--- config.mk ---
export PLATFORM = sky130hd
export DESIGN_NAME = fifo_pair_requester_flat
export DESIGN_NICKNAME = d
export VERILOG_FILES = /design/src/rtl/fifo_pair_requester_if.sv /design/src/rtl/fifo_pair_requester.sv /design/src/flat_wrapper.sv
export SDC_FILE = /design/constraint.sdc
export NUM_CORES = 1
export LEC_CHECK = 0
export ABC_CLOCK_PERIOD_IN_PS = 2700
export BUFFER_PORTS_ARGS = -buffer_cell sky130_fd_sc_hd__buf_2
export CORE_ASPECT_RATIO = 1.75
export CORE_MARGIN = 2
export CORE_UTILIZATION = 55
export CTS_CLUSTER_SIZE = 25
export DETAILED_ROUTE_END_ITERATION = 12
export GPL_TIMING_DRIVEN = 0
export PLACE_DENSITY = 0.76
export SYNTH_ARGS = -nofsm -noshare
export SYNTH_HDL_FRONTEND = slang
export SYNTH_SLANG_ARGS = --single-unit
--- constraint.sdc ---
create_clock -name clk -period 2.7 [get_ports clk]
set_input_delay 0.27 -clock clk [delete_from_list [all_inputs] [get_ports clk]]
set_output_delay 0.27 -clock clk [all_outputs]
set_load 0.01 [all_outputs]
--- src/rtl/fifo_pair_requester_if.sv ---
// fifo_pair_requester_if: push/pop, request and tagged-output bundle between
// the upstream writers/arbiter (master) and the FIFO pair (slave).
interface fifo_pair_requester_if #(
   parameter int DATA_WIDTH = 6
);
   logic                  push0, push1;
   logic [DATA_WIDTH-1:0] data_in0, data_in1;
   logic                  pop0, pop1;
   logic                  request0, request1;
   logic [DATA_WIDTH-1:0] data_out;
   logic                  valid_out;
   logic                  port_out;
   logic                  full0, full1;
   logic                  almost_full0, almost_full1;
   logic                  err;

   modport master (
      output push0, push1, data_in0, data_in1, pop0, pop1,
      input  request0, request1, data_out, valid_out, port_out,
             full0, full1, almost_full0, almost_full1, err
   );

   modport slave (
      input  push0, push1, data_in0, data_in1, pop0, pop1,
      output request0, request1, data_out, valid_out, port_out,
             full0, full1, almost_full0, almost_full1, err
   );
endinterface

--- src/rtl/fifo_pair_requester.sv ---
// fifo_pair_requester: two independent circular FIFOs feeding a two-port
// arbiter. Requests reflect non-empty FIFOs; pops return the head word on a
// registered, port-tagged output. Optional macro ALMOST_FULL_EN builds the
// almost-full comparators; otherwise almost_full0/1 are tied low.

// One FIFO lane: storage, pointers and occupancy.
module fifo_pair_lane #(
   parameter int DATA_WIDTH = 6,
   parameter int DEPTH      = 4
) (
   input  logic                       clk,
   input  logic                       reset_L,
   input  logic                       push_i,
   input  logic                       pop_i,
   input  logic [DATA_WIDTH-1:0]      data_i,
   output logic [DATA_WIDTH-1:0]      head_o,
   output logic [$clog2(DEPTH):0]     count_o
);
   localparam int AW = $clog2(DEPTH);
   localparam logic [AW:0] DEPTH_C = DEPTH[AW:0];

   logic [DEPTH-1:0][DATA_WIDTH-1:0] mem_q;
   logic [AW-1:0] wptr_q, wptr_d, rptr_q, rptr_d;
   logic [AW:0]   count_q, count_d;
   logic          pop_ok, push_ok;

   // A pop on a non-empty lane frees a slot, so a push to a full lane is
   // still accepted in the same cycle.
   assign pop_ok  = pop_i & (count_q != '0);
   assign push_ok = push_i & ((count_q != DEPTH_C) | pop_ok);
   assign head_o  = mem_q[rptr_q];
   assign count_o = count_q;

   // Pointer and occupancy next state; pointers wrap naturally (power of two).
   always_comb begin
      wptr_d  = wptr_q;
      rptr_d  = rptr_q;
      count_d = count_q;
      if (push_ok) wptr_d = wptr_q + 1'b1;
      if (pop_ok)  rptr_d = rptr_q + 1'b1;
      case ({push_ok, pop_ok})
         2'b10:   count_d = count_q + 1'b1;
         2'b01:   count_d = count_q - 1'b1;
         default: count_d = count_q;
      endcase
   end

   // Control state register; reset empties the lane.
   always_ff @(posedge clk) begin
      if (!reset_L) begin
         wptr_q  <= '0;
         rptr_q  <= '0;
         count_q <= '0;
      end else begin
         wptr_q  <= wptr_d;
         rptr_q  <= rptr_d;
         count_q <= count_d;
      end
   end

   // Storage write; contents need no reset since count gates visibility.
   always_ff @(posedge clk) begin
      if (reset_L && push_ok) mem_q[wptr_q] <= data_i;
   end
endmodule

module fifo_pair_requester #(
   parameter int DATA_WIDTH = 6,
   parameter int DEPTH      = 4,
   parameter int AF_THRESH  = 3
) (
   input  logic                   clk,
   input  logic                   reset_L,
   fifo_pair_requester_if.slave   bus
);
   localparam int AW = $clog2(DEPTH);
   localparam logic [AW:0] DEPTH_C = DEPTH[AW:0];

   if (DEPTH < 2 || (DEPTH & (DEPTH - 1)) != 0) begin : g_bad_depth
      $error("DEPTH must be a power of two, at least 2");
   end
   if (AF_THRESH < 1 || AF_THRESH > DEPTH) begin : g_bad_af
      $error("AF_THRESH must be in 1..DEPTH");
   end

   logic [1:0]                 push_w, pop_w, empty_w;
   logic [1:0][DATA_WIDTH-1:0] din_w, head_w;
   logic [1:0][AW:0]           count_w;

   logic [DATA_WIDTH-1:0] data_out_q, data_out_d;
   logic                  valid_q, valid_d, port_q, port_d, err_q, err_d;

   // pop1 is dropped whenever pop0 is present; pop0 always wins.
   assign push_w = {bus.push1, bus.push0};
   assign pop_w  = {bus.pop1 & ~bus.pop0, bus.pop0};
   assign din_w  = {bus.data_in1, bus.data_in0};

   for (genvar g = 0; g < 2; g++) begin : g_lane
      fifo_pair_lane #(.DATA_WIDTH(DATA_WIDTH), .DEPTH(DEPTH)) u_lane (
         .clk     (clk),
         .reset_L (reset_L),
         .push_i  (push_w[g]),
         .pop_i   (pop_w[g]),
         .data_i  (din_w[g]),
         .head_o  (head_w[g]),
         .count_o (count_w[g])
      );
      assign empty_w[g] = (count_w[g] == '0);
   end

   assign bus.request0 = ~empty_w[0];
   assign bus.request1 = ~empty_w[1];
   assign bus.full0    = (count_w[0] == DEPTH_C);
   assign bus.full1    = (count_w[1] == DEPTH_C);
`ifdef ALMOST_FULL_EN
   localparam logic [AW:0] AF_C = AF_THRESH[AW:0];
   assign bus.almost_full0 = (count_w[0] >= AF_C);
   assign bus.almost_full1 = (count_w[1] >= AF_C);
`else
   assign bus.almost_full0 = 1'b0;
   assign bus.almost_full1 = 1'b0;
`endif

   // Output mux and protocol-error detection for the registered response.
   always_comb begin
      data_out_d = data_out_q;
      port_d     = port_q;
      valid_d    = 1'b0;
      if (pop_w[0] && !empty_w[0]) begin
         data_out_d = head_w[0];
         port_d     = 1'b0;
         valid_d    = 1'b1;
      end else if (pop_w[1] && !empty_w[1]) begin
         data_out_d = head_w[1];
         port_d     = 1'b1;
         valid_d    = 1'b1;
      end
      err_d = (bus.push0 & (count_w[0] == DEPTH_C) & ~bus.pop0) |
              (bus.push1 & (count_w[1] == DEPTH_C) & ~bus.pop1) |
              (bus.pop0 & empty_w[0]) |
              (bus.pop1 & (bus.pop0 | empty_w[1]));
   end

   // Registered response.
   always_ff @(posedge clk) begin
      if (!reset_L) begin
         data_out_q <= '0;
         valid_q    <= 1'b0;
         port_q     <= 1'b0;
         err_q      <= 1'b0;
      end else begin
         data_out_q <= data_out_d;
         valid_q    <= valid_d;
         port_q     <= port_d;
         err_q      <= err_d;
      end
   end

   assign bus.data_out  = data_out_q;
   assign bus.valid_out = valid_q;
   assign bus.port_out  = port_q;
   assign bus.err       = err_q;
endmodule

--- src/flat_wrapper.sv ---
// flat-port wrapper written by rule: the top's interface ports become plain ports
module fifo_pair_requester_flat 
#(
   parameter int DATA_WIDTH = 6,
   parameter int DEPTH      = 4,
   parameter int AF_THRESH  = 3
)
  (clk, reset_L, bus_push0, bus_push1, bus_data_in0, bus_data_in1, bus_pop0, bus_pop1, bus_request0, bus_request1, bus_data_out, bus_valid_out, bus_port_out, bus_full0, bus_full1, bus_almost_full0, bus_almost_full1, bus_err);
  fifo_pair_requester_if #(.DATA_WIDTH(DATA_WIDTH)) bus_i ();
  input  logic clk;
  input  logic reset_L;
  input wire logic [$bits(bus_i.push0)-1:0] bus_push0;
  input wire logic [$bits(bus_i.push1)-1:0] bus_push1;
  input wire logic [$bits(bus_i.data_in0)-1:0] bus_data_in0;
  input wire logic [$bits(bus_i.data_in1)-1:0] bus_data_in1;
  input wire logic [$bits(bus_i.pop0)-1:0] bus_pop0;
  input wire logic [$bits(bus_i.pop1)-1:0] bus_pop1;
  output wire logic [$bits(bus_i.request0)-1:0] bus_request0;
  output wire logic [$bits(bus_i.request1)-1:0] bus_request1;
  output wire logic [$bits(bus_i.data_out)-1:0] bus_data_out;
  output wire logic [$bits(bus_i.valid_out)-1:0] bus_valid_out;
  output wire logic [$bits(bus_i.port_out)-1:0] bus_port_out;
  output wire logic [$bits(bus_i.full0)-1:0] bus_full0;
  output wire logic [$bits(bus_i.full1)-1:0] bus_full1;
  output wire logic [$bits(bus_i.almost_full0)-1:0] bus_almost_full0;
  output wire logic [$bits(bus_i.almost_full1)-1:0] bus_almost_full1;
  output wire logic [$bits(bus_i.err)-1:0] bus_err;
  assign bus_i.push0 = bus_push0;
  assign bus_i.push1 = bus_push1;
  assign bus_i.data_in0 = bus_data_in0;
  assign bus_i.data_in1 = bus_data_in1;
  assign bus_i.pop0 = bus_pop0;
  assign bus_i.pop1 = bus_pop1;
  assign bus_request0 = bus_i.request0;
  assign bus_request1 = bus_i.request1;
  assign bus_data_out = bus_i.data_out;
  assign bus_valid_out = bus_i.valid_out;
  assign bus_port_out = bus_i.port_out;
  assign bus_full0 = bus_i.full0;
  assign bus_full1 = bus_i.full1;
  assign bus_almost_full0 = bus_i.almost_full0;
  assign bus_almost_full1 = bus_i.almost_full1;
  assign bus_err = bus_i.err;
  fifo_pair_requester #(.DATA_WIDTH(DATA_WIDTH), .DEPTH(DEPTH), .AF_THRESH(AF_THRESH)) u_core (.clk(clk), .reset_L(reset_L), .bus(bus_i));
endmodule
==> flow_metrics.tcl <==
set metrics [dict create \
    fmax_mhz 414.2 \
    tightest_slew_ns 0.6150 \
    leakagePower_nw 1.354 \
    synth_edf_count 48 \
    hold_slack_ns 0.1459 \
    start_util_pct 57.24 \
    vias_per_cell 5.298 \
    ys_types 47 \
    crit_fanout 10 \
    wirelength_um 5520 \
    cts_setup_buffers 0 \
    final-max-slew-violation-count 0 \
    die_area_mm2 0.006462 \
    cts-root-buf "clkbuf_8" \
    synthCells 237 \
    grt_max_degree 14 \
    rrSetupSlack_ns 0.29 \
    ant_nets 0 \
    die_x_um 61.63 \
    yosys_warnings 0 \
    fin_crit_ns 2.414 \
    insertion_delay_ns 0.34 \
    io_pins 33 \
    cts-resized-gates 0 \
    synth_common_cells "48 x edfxtp_1, 23 x dfxtp_1, 18 x inv_1" \
    peakVddDrop_mv 0.4547 \
    cts_hold_buffers 0 \
    holdPathStages 1 \
    synth_area_per_cell_um2 13.49 \
    crit_type "register to register" \
    cts_buffers 9 \
    layout-drive-gt1-share_pct 27.21 \
    setup_viol 0 \
    detail_route.iter0.violations 76 \
    num_rows 36 \
    dp_hpwl_um 4012 \
    cts.clk_slew.worst_paths_ns 0.08 \
    grt_pass1_wl_um 8666 \
    io_buffers 29 \
    nNetsFinal 306 \
    synthesis.area_mm2 0.003197 \
    chipHeight_um 104.9 \
    clkSinkCount 71 \
    period_share_pct 89.42 \
    cp-start-kind "register" \
    wl_per_cell_um 15.38 \
    hold_class "input port to register" \
    synth_area_leaders "edfxtp_1 45%, dfxtp_1 14%, mux4_2 8.5%" \
    ys.flop_type "edfxtp_1" \
    cts_buffer_depth 2 \
    status "finished clean" \
    firstDrtPassIters 4 \
    reg2reg_depth 8 \
    globalRoute.totalOverflow 0 \
    grt_usage_pct 18.85 \
    antenna_found_initial 0 \
    rsz0062_at_grt "no" \
    drv_cap 0 \
    vias 1902 \
    core_area_mm2 0.005585 \
    drc 0 \
    critPathCaptureType "register" \
    first_global_vias 1864 \
    yosysTopAreaCellShare_pct 45.09 \
    cp.required_ns 2.96 \
    cts_tree "built" \
    slew_headroom_pct 58.85 \
    area_delta_synth_final_pct 14.09 \
    fin_worst_skew_ns 0.005309 \
    synth_most_common_cell "edfxtp_1" \
    ys_ff_latch 71 \
    gp_routability_congestion 0.7683 \
    ys_seq_area_share_pct 59.49 \
    hold_viol_final 0 \
    finalSetupTns_ns 0 \
    yosysTopAreaCell "edfxtp_1" \
    power_density_mw_per_mm2 714.2 \
    async_reset_ff_share_pct 0 \
    arrival_ns 2.68 \
    htree_levels 3 \
    n_antenna_cell 0 \
]
## registers in the layout, indices dropped and copies added, names as in the netlist
register and cells:
u_core.g_lane.u_lane.mem_q 48, u_core.bus.data_out 6, u_core.g_lane.u_lane.count_o 6, u_core.g_lane.u_lane.rptr_q 4
u_core.g_lane.u_lane.wptr_q 4, u_core.bus.err 1, u_core.bus.port_out 1, u_core.bus.valid_out 1
## critical path, cell delays in order, from the launching register on
cell and delay, ns:
dfxtp_1 0.47, o31a_1 0.21, buf_2 0.24, nand2b_1 0.11
fa_1 0.47, or3b_2 0.50, o21ai_0 0.10, nand2b_1 0.08
a21boi_0 0.16
## area by class of cell
type	count	area, um2
clock buffers	10	137.6
well taps	76	95.09
flip-flops and latches	71	1902
clock inverters	6	68.82
repair buffers	29	145.1
plain buffers	17	97.59
inverters	18	67.56
multi-input cells	132	1134
fillers	448	1938
## metal layers
layer  vias up  GRT usage, %  part of all wire [%]
met5         -             0                     0
met4         0         10.64                   2.0
met3         9         3.094                   2.2
met2        35         31.95                    55
met1       933         21.15                    41
li1        925             -                     -
## power breakdown
| part | internal [W] | switching [W] |
|---|---|---|
| Clock | 0.000456 | 0.000399 |
| Sequential | 0.00123 | 0.0000400 |
| Combinational | 0.000215 | 0.000259 |
| Total | 0.00191 | 0.000699 |
## worst paths after layout
check / start / to
setup / recovery: u_core.g_lane[0].u_lane.count_o[1] / u_core.g_lane[0].u_lane.count_o[2]
hold / removal: bus_data_in0[4] / u_core.g_lane[0].u_lane.mem_q[16]
setup reg to reg: u_core.g_lane[0].u_lane.count_o[1] / u_core.g_lane[0].u_lane.count_o[2]
hold reg to reg: u_core.bus.data_out[1] / u_core.bus.data_out[1]
## kinds of logic after synthesis
logic type,Yosys count,share of synthesized area [%]
simple gates,61,10.53
buf+inv,35,5.166
xor+xnor,9,2.466
compound gates,33,7.828
other cells,1,0.1173
mux,17,10.02
flops,71,59.49
fa+ha+maj,10,4.384
## cells in the final DEF, fill, tap and decap left out, types with 4 or more instances in the layout
cell / netlist / layout
ha_1: 8 / 8
buf_2: 8 / 37
inv_1: 18 / 18
mux4_2: 12 / 12
a22oi_1: 6 / 6
xnor2_1: 4 / 4
mux2i_1: 5 / 5
nand2_1: 15 / 15
dfxtp_1: 23 / 23
a21boi_0: 8 / 8
a21oi_1: 4 / 4
and2_1: 7 / 7
edfxtp_1: 48 / 48
clkbuf_1: 4 / 4
xor2_1: 5 / 5
clkbuf_8: 0 / 10
nor2b_1: 4 / 4
nor2_1: 14 / 14
nand2b_1: 5 / 5
## metrics by stage
stage / cells / power (W) / setup slack [ns] / area, um2 / util [%]
CTS: 359 / 0.002626 / 0.2879 / 3647 / 65.30
floorplan: 238 / 0.001639 / 0.5211 / 3201 / -
finish: 359 / 0.002605 / 0.2856 / 3647 / 65.30
global route: 359 / 0.002732 / 0.1271 / 3647 / 65.30
detailed placement: 343 / 0.001778 / 0.1508 / 3441 / 61.60
global placement: 343 / 0.001763 / 0.1735 / 3441 / 61.60
Power figures use the tool's default switching activity.
